[src/rtl/tpu_sequencer.sv]
// tpu_sequencer: job sequencer for the TinyTPU datapath.
// Walks the serial loader and the systolic PE array through one fixed job:
// clear -> serial load -> gap -> init -> stream -> compute -> capture -> done.
// Every output is a flop whose next value is decoded from the next state, so
// each strobe appears in exactly the cycle the job schedule names, and no input
// reaches an output combinationally.
module tpu_sequencer #(
  parameter int D_W  = 8,   // operand width; one operand takes D_W load cycles
  parameter int N    = 2,   // array dimension (N rows x N words, for X and Y)
  parameter int COMP = 5    // compute drain cycles after streaming; >= 1
) (
  input  logic clk,
  input  logic rst,
  input  logic start,
  input  logic abort,
  output logic load_en,
  output logic init,
  output logic pe_clr,
  output logic acc_capture,
  output logic sub_rst,
  output logic busy,
  output logic done
);

  // Number of load cycles: every bit of every operand of both matrices is
  // shifted in serially, X and Y in parallel.
  localparam int L = N * N * D_W;

  // One down-counter serves every timed state, so it is sized for the
  // longest dwell among LOAD, STREAM and COMPUTE.
  localparam int MAX_LS = (L > N + 1) ? L : N + 1;
  localparam int MAX_ALL = (MAX_LS > COMP) ? MAX_LS : COMP;
  localparam int CNT_W = $clog2(MAX_ALL + 1);

  typedef logic [CNT_W-1:0] cnt_t;

  localparam cnt_t LOAD_CNT   = cnt_t'(L);
  localparam cnt_t STREAM_CNT = cnt_t'(N + 1);
  localparam cnt_t COMP_CNT   = cnt_t'(COMP);
  localparam cnt_t ONE_CNT    = cnt_t'(1);

  typedef enum logic [2:0] {
    S_IDLE,
    S_LOAD,
    S_GAP,
    S_INIT,
    S_STREAM,
    S_COMPUTE,
    S_CAPTURE,
    S_DONE
  } state_t;

  state_t state_q, state_d;
  cnt_t   cnt_q, cnt_d;

  logic load_en_q, load_en_d;
  logic init_q, init_d;
  logic pe_clr_q, pe_clr_d;
  logic acc_capture_q, acc_capture_d;
  logic sub_rst_q, sub_rst_d;
  logic busy_q, busy_d;
  logic done_q, done_d;

  // Dwell length loaded into the counter when a state is entered. The state
  // is left in the cycle the counter shows 1, so single-cycle states load 1.
  function automatic cnt_t entry_count(input state_t s);
    cnt_t c;
    case (s)
      S_IDLE:    c = '0;
      S_LOAD:    c = LOAD_CNT;
      S_STREAM:  c = STREAM_CNT;
      S_COMPUTE: c = COMP_CNT;
      default:   c = ONE_CNT;
    endcase
    return c;
  endfunction

  // Fixed job order once the current state's dwell has expired.
  function automatic state_t successor(input state_t s);
    state_t n;
    case (s)
      S_LOAD:    n = S_GAP;
      S_GAP:     n = S_INIT;
      S_INIT:    n = S_STREAM;
      S_STREAM:  n = S_COMPUTE;
      S_COMPUTE: n = S_CAPTURE;
      S_CAPTURE: n = S_DONE;
      default:   n = S_IDLE;
    endcase
    return n;
  endfunction

  // Next-state and dwell counter: start only from IDLE, abort from anywhere
  // else, otherwise advance when the dwell counter runs out.
  always_comb begin
    state_d = state_q;
    cnt_d   = cnt_q;

    if (state_q == S_IDLE) begin
      // abort beats a simultaneous start; a lone abort here does nothing
      if (start && !abort) begin
        state_d = S_LOAD;
      end
    end else if (abort) begin
      state_d = S_IDLE;
    end else if (cnt_q <= ONE_CNT) begin
      // "<= 1" rather than "== 1" so a corrupted zero count cannot wedge the FSM
      state_d = successor(state_q);
    end

    if (state_d != state_q) begin
      cnt_d = entry_count(state_d);
    end else if (cnt_q != '0) begin
      cnt_d = cnt_q - ONE_CNT;
    end
  end

  // Output decode from the next state, so the registered strobes line up with
  // the state they describe rather than trailing it by a cycle.
  always_comb begin
    load_en_d     = 1'b0;
    init_d        = 1'b0;
    pe_clr_d      = 1'b0;
    acc_capture_d = 1'b0;
    sub_rst_d     = 1'b0;
    busy_d        = 1'b0;
    done_d        = 1'b0;

    load_en_d     = (state_d == S_LOAD);
    init_d        = (state_d == S_INIT);
    acc_capture_d = (state_d == S_CAPTURE);
    done_d        = (state_d == S_DONE);
    busy_d        = (state_d != S_IDLE);
    // accumulators are cleared once, in the first load cycle of a job
    pe_clr_d      = (state_q == S_IDLE) && (state_d == S_LOAD);
    // an abort of a live job flushes the loader and PE array for one cycle
    sub_rst_d     = abort && (state_q != S_IDLE);
  end

  // State, counter and output registers; rst holds the sub-blocks in reset.
  always_ff @(posedge clk) begin
    if (rst) begin
      state_q       <= S_IDLE;
      cnt_q         <= '0;
      load_en_q     <= 1'b0;
      init_q        <= 1'b0;
      pe_clr_q      <= 1'b0;
      acc_capture_q <= 1'b0;
      sub_rst_q     <= 1'b1;
      busy_q        <= 1'b0;
      done_q        <= 1'b0;
    end else begin
      state_q       <= state_d;
      cnt_q         <= cnt_d;
      load_en_q     <= load_en_d;
      init_q        <= init_d;
      pe_clr_q      <= pe_clr_d;
      acc_capture_q <= acc_capture_d;
      sub_rst_q     <= sub_rst_d;
      busy_q        <= busy_d;
      done_q        <= done_d;
    end
  end

  assign load_en     = load_en_q;
  assign init        = init_q;
  assign pe_clr      = pe_clr_q;
  assign acc_capture = acc_capture_q;
  assign sub_rst     = sub_rst_q;
  assign busy        = busy_q;
  assign done        = done_q;

`ifndef SYNTHESIS
  // Strobe exclusivity: at most one phase strobe at a time, pe_clr only in
  // the first load cycle, done only while busy.
  always_ff @(posedge clk) begin
    if (!rst) begin
      assert ($onehot0({load_en_q, init_q, acc_capture_q, done_q}));
      assert (!pe_clr_q || load_en_q);
      assert (!done_q || busy_q);
    end
  end
`endif

endmodule
[config.mk]
export PLATFORM = sky130hd
export DESIGN_NAME = tpu_sequencer
export DESIGN_NICKNAME = d
export VERILOG_FILES = /design/src/rtl/tpu_sequencer.sv
export SDC_FILE = /design/constraint.sdc
export NUM_CORES = 1
export LEC_CHECK = 0
export ABC_AREA = 0
export CAP_MARGIN = 10
export CORE_MARGIN = 4
export CORE_UTILIZATION = 47
export CTS_CLUSTER_DIAMETER = 80
export DETAILED_ROUTE_END_ITERATION = 8
export MAX_ROUTING_LAYER = met4
export PLACE_DENSITY_LB_ADDON = 0.08
export SLEW_MARGIN = 20
export SYNTH_ARGS = -nofsm -noshare
export SYNTH_HDL_FRONTEND = slang
export SYNTH_SLANG_ARGS = --single-unit
[constraint.sdc]
create_clock -name clk -period 1.7 [get_ports clk]
set_clock_uncertainty 0.05 [all_clocks]
set_input_delay 0.34 -clock clk [delete_from_list [all_inputs] [get_ports clk]]
set_output_delay 0.34 -clock clk [all_outputs]
set_load 0.02 [all_outputs]
==> results of run 1 <==
==> area by class of cell <==
class | count | share of cell area, %
repair buffers | 22 | 18.0
clock buffers | 4 | 3.43
well taps | 24 | 2.84
multi-input cells | 64 | 44.0
flip-flops and latches | 16 | 30.4
inverters | 4 | 1.42
==> synthesized netlist by cell type (all sizes together) <==
library cell and count:
a221oi 1, nor4 2, o221a 1, a32oi 1
ha 2, xor2 1, o21bai 1, nand3 3
xnor2 4, a2bb2oi 1, dfxtp 16, and2 2
a211oi 1, a31o 1, clkbuf 2, inv 4
o2111a 1, or3 1, and2b 1, nand2 6
nor2 8, a21o 2, a22oi 1, or2 1
nand3b 2, a2111oi 1, and3 1, a21oi 4
nand4 3, o31ai 1, buf 3, o22ai 1
nor3 7, o21ai 2
==> flip-flops by register name, indices dropped and copies added (netlist names) <==
register	flops
init	1
cnt_q	6
load_en	1
done	1
busy	1
pe_clr	1
acc_capture	1
state_q	3
sub_rst	1
==> cells by family after synthesis <==
| kind of cell | count (synthesis) | share of synthesized area (%) |
|---|---|---|
| buf+inv | 9 | 7.92 |
| xor+xnor | 5 | 5.23 |
| fa+ha+maj | 2 | 2.99 |
| compound gates | 20 | 21.1 |
| simple gates | 37 | 24.5 |
| flops | 16 | 38.3 |
==> worst max path at each step <==
stage                     startpoint          end  slack, ns  cells after the start
final                       cnt_q[1]  acc_capture       0.08                      7
after global routing        cnt_q[1]     cnt_q[1]      0.008                      6
after CTS                   cnt_q[0]     cnt_q[1]       0.01                      6
after detailed placement       abort         done      -0.04                      5
after global placement         abort         init      0.007                      5
after floorplan             cnt_q[0]     cnt_q[2]      0.002                      6
==> metal layers <==
layer / routed length (um) / GRT usage [%] / share of wire (%) / vias to the layer above
met4: 31 / 5.53 / 1.6 / 0
met1: 865 / 20.5 / 46 / 344
li1: - / - / - / 363
met2: 913 / 27.2 / 48 / 29
met5: 0 / - / 0 / -
met3: 87 / 4.14 / 4.6 / 4
==> what timing repair did <==
action,CTS,global route
hold endpoints to repair,0,0
hold buffers,0,0
gates resized for setup,2,2
setup endpoints to repair,1,5
gates cloned,0,0
setup buffers,1,0
pin swaps,2,2
==> report_power, final <==
| group | total [mW] | internal (mW) | switching (mW) |
|---|---|---|---|
| clock | 0.254 | 0.130 | 0.124 |
| combinational | 0.789 | 0.380 | 0.409 |
| sequential | 0.486 | 0.434 | 0.0520 |
==> worst min-delay path, stage by stage, from the launching register on <==
cell,delay (ns)
dfxtp_1,0.36
nand2_1,0.07
a21oi_1,0.06
==> through the flow <==
stage / setup TNS [ns] / hold slack, ns
after floorplan: 0 / 0.430
after detailed placement: -0.0659 / 0.457
after global placement: 0 / 0.444
final: 0 / 0.466
after global routing: 0 / 0.485
after CTS: 0 / 0.467
==> results.json, run 1 <==
{
  "worst_path_max_delay_cell": "dfxtp_1",
  "antenna_found_initial": 0,
  "hold_end": "cnt_q[4]",
  "stdcell_count": 134,
  "grt_overflow_total": 0,
  "route.detailed.drc": 0,
  "synthTopCellsByArea": "dfxtp_1, nor3_1, xnor2_1",
  "max_freq_mhz": 616,
  "worst_ir_drop_vdd_mv": 0.941,
  "reg2reg_depth": 7,
  "clock_latency_ns": 0.29,
  "crit_fanout": 4,
  "wl_per_cell_um": 14.2,
  "avgViaCountPerCell": 5.52,
  "power_mw": 1.53,
  "r2r_end": "acc_capture",
  "setup_slack_ns": 0.0770,
  "powerDensity_nw_per_um2": 1440,
  "worstPathRequired_ns": 1.82,
  "grt_pass1_wl_um": 3080,
  "synth_cell_types": 39,
  "worstPathArrival_ns": 1.74,
  "drive_gt1_share_pct": 26.4,
  "clock-sinks": 16,
  "max_stage_delay_ns": 0.34,
  "rsz0062_at_grt": "no",
  "slew_headroom_pct": 70.9,
  "holdPathStages": 2,
  "dpl_cell_area_sq_um": 1000,
  "rows": 14,
  "cts-root-buf": "clkbuf_4",
  "dp_slack_ns": -0.0375,
  "path_cells": "inv_1 -> ha_1 -> or2_4 -> buf_4 -> nand3_1 -> a2bb2oi_1 -> nor4_1",
  "grt_max_degree": 10,
  "critical_path_buf_inv_count": 2,
  "gp_congestion": 0.872,
  "r2r_start": "cnt_q[1]",
  "multi_input_area_sq_um": 465,
  "nets": 117,
  "grt_pass1_vias": 645,
  "fin_crit_sh_pct": 95.5,
  "ios": 11,
  "syn_inst": 89,
  "final_common_cell": "dfxtp_1",
  "drv_slew": 0,
  "power.leakage_nw": 0.409,
  "hpwl_um": 1400,
  "hp-class": "flip-flop to flip-flop",
  "dr.pass1.iters": 5,
  "cts-buffers-inserted": 3,
  "die-area_sq_um": 2520,
  "synth_nets": 95,
  "worstHoldStart": "cnt_q[4]",
  "ys_warn_count": 0,
  "track_usage_pct": 16.9,
  "core_sq_um": 1590,
  "synth_seq_cells": 16,
  "final_cell_mix": "dfxtp_1, buf_4, clkdlybuf4s50_1, nor2_1, nor3_1",
  "num_vias": 740,
  "ant_nets": 0,
  "seq_area_frac_synth_pct": 38.3,
  "synth.largest_area_cell": "dfxtp_1",
  "avgSynthCellArea_sq_um": 9.41,
  "final_area_sq_um": 1060,
  "io_buffer_count": 10,
  "syn-cell-area_sq_um": 837,
  "finalSetupViolations": 0,
  "fin_crit_ns": 1.62,
  "fillCellCount": 131,
  "start_util_pct": 52.5,
  "tritoncts": "done",
  "post-route-util_pct": 66.4,
  "die_h_um": 50.2,
  "synth_top_cell_area_share_pct": 38.3,
  "synthToLayoutAreaGrowth_pct": 26.5,
  "die-width_um": 50.2,
  "clk_pin_slew_worst_paths_ns": 0.10,
  "dp.cells": 129,
  "drt_iter0_drc": 22,
  "start_kind": "flip-flop",
  "endpoint_kind": "flip-flop",
  "path_delay_family": "simple AND/OR/NAND/NOR gates",
  "layout.area.seq_sq_um": 322,
  "finalHoldViolations": 0,
  "status": "completed",
  "antenna_cells": 0,
  "cap_violations": 0,
  "worst_pin_slew_ns": 0.433,
  "htree_levels": 1,
  "max-clock-path-buffers": 2,
  "critical_path_class": "flip-flop to flip-flop",
  "r2r_slack_ns": 0.08,
  "wl_um": 1900
}
(Power assumes the default switching activity.)
==> run 2: changes to the inputs <==
CORE_UTILIZATION = 56   (was 47)
clock period = 2 ns   (was 1.7 ns; I/O delays follow)
==> results.json, run 2 (synthesized netlist as in run 1, its figures left out) <==
{
  "die-area_sq_um": 2180,
  "crit_fanout": 6,
  "synthToLayoutAreaGrowth_pct": 15.7,
  "power.leakage_nw": 0.360,
  "die-width_um": 46.7,
  "status": "completed",
  "worstPathRequired_ns": 2.15,
  "max_freq_mhz": 551,
  "post_cts_buffers": 0,
  "final_cell_mix": "dfxtp_1, clkdlybuf4s50_1, nor2_1, nor3_1, nand2_1",
  "clock_latency_ns": 0.29,
  "clock-sinks": 16,
  "wl_per_cell_um": 14.6,
  "slew_headroom_pct": 64.2,
  "worst_ir_drop_vdd_mv": 0.783,
  "tritoncts": "done",
  "gp_congestion": 0.766,
  "htree_levels": 1,
  "start_util_pct": 62.0,
  "drt_iter0_drc": 26,
  "post-route-util_pct": 71.7,
  "num_vias": 705,
  "hpwl_um": 1220,
  "nets": 108,
  "final_common_cell": "dfxtp_1",
  "cap_violations": 0,
  "fin_crit_ns": 1.81,
  "largest_reg_flops": 6,
  "dp_slack_ns": 0.118,
  "cts-buffers-inserted": 3,
  "grt_pass1_vias": 633,
  "grt_pass1_wl_um": 2790,
  "drive_gt1_share_pct": 17.8,
  "hp-class": "flip-flop to flip-flop",
  "endpoint_kind": "flip-flop",
  "clk_pin_slew_worst_paths_ns": 0.09,
  "core_sq_um": 1350,
  "rsz0062_at_grt": "no",
  "tns_ns": 0,
  "ctsResizeCount": 0,
  "antenna_found_initial": 0,
  "drv_slew": 0,
  "max-clock-path-buffers": 2,
  "ios": 11,
  "avgViaCountPerCell": 6.08,
  "wl_um": 1690,
  "rows": 13,
  "antenna_cells": 0,
  "die_h_um": 46.7,
  "io_buffer_count": 10,
  "critical_path_class": "flip-flop to flip-flop",
  "track_usage_pct": 18.7,
  "cts-root-buf": "clkbuf_4",
  "worstPathArrival_ns": 1.97,
  "fin_crit_sh_pct": 90.7,
  "dr.pass1.iters": 4,
  "finalSetupViolations": 0,
  "fillCellCount": 107,
  "setup_slack_ns": 0.185,
  "powerDensity_nw_per_um2": 1230,
  "top_register": "cnt_q",
  "route.detailed.drc": 0,
  "worst_pin_slew_ns": 0.534,
  "finalHoldViolations": 0,
  "grt_overflow_total": 0,
  "grt_max_degree": 11,
  "cts_hold_buf": 0,
  "ant_nets": 0,
  "top_regs": "cnt_q x6, state_q x3",
  "start_kind": "flip-flop"
}
==> run 2: layer usage <==
| metal | wire (um) | share of wire, % | global-route usage, % | vias up |
|---|---|---|---|---|
| met1 | 782 | 46 | 24.4 | 329 |
| met2 | 779 | 46 | 27.7 | 25 |
| met4 | 23 | 1.4 | 8.29 | 0 |
| met3 | 108 | 6.4 | 3.52 | 4 |
| li1 | - | - | - | 347 |
| met5 | 0 | 0 | - | - |
==> run 2: area by class of cell <==
type / instances / area, sq um / share of cell area, %
Inverter: 4 / 15.0 / 1.55
Sequential cell: 16 / 320 / 33.1
Tap cell: 15 / 18.8 / 1.94
Multi-Input combinational cell: 64 / 455 / 47.0
Clock buffer: 4 / 36.3 / 3.75
Timing Repair Buffer: 13 / 123 / 12.7
==> run 2: path summary, 6_finish.rpt <==
path                            startpoint        to  slack (ns)  cells past startpoint
worst max-delay path              cnt_q[0]  cnt_q[1]        0.19                      6
worst min-delay path              cnt_q[4]  cnt_q[4]        0.46                      2
worst max register to register    cnt_q[0]  cnt_q[1]        0.19                      6
worst min register to register    cnt_q[4]  cnt_q[4]        0.46                      2
==> run 2: power breakdown <==
group | switching [mW] | total, mW | internal, mW
Sequential | 0.0718 | 0.439 | 0.367
Combinational | 0.293 | 0.536 | 0.243
Clock | 0.104 | 0.215 | 0.111
Total | 0.469 | 1.19 | 0.721
==> run 2: worst max-delay path, stage by stage, from the launching register on <==
cell,delay (ns)
dfxtp_1,0.43
inv_1,0.06
ha_1,0.20
or2_0,0.32
a211oi_2,0.29
o21bai_2,0.12
o31ai_2,0.26
==> run 2: metrics by stage <==
stage / instances / hold slack (ns) / cell area [sq um] / total power, mW
6_report: 116 / 0.465 / 968 / 1.19
2_1_floorplan: 89 / 0.430 / 837 / 0.860
4_1_cts: 116 / 0.469 / 963 / 1.19
3_3_place_gp: 112 / 0.446 / 927 / 0.950
5_1_grt: 116 / 0.497 / 968 / 1.27
3_5_place_dp: 112 / 0.455 / 927 / 0.965
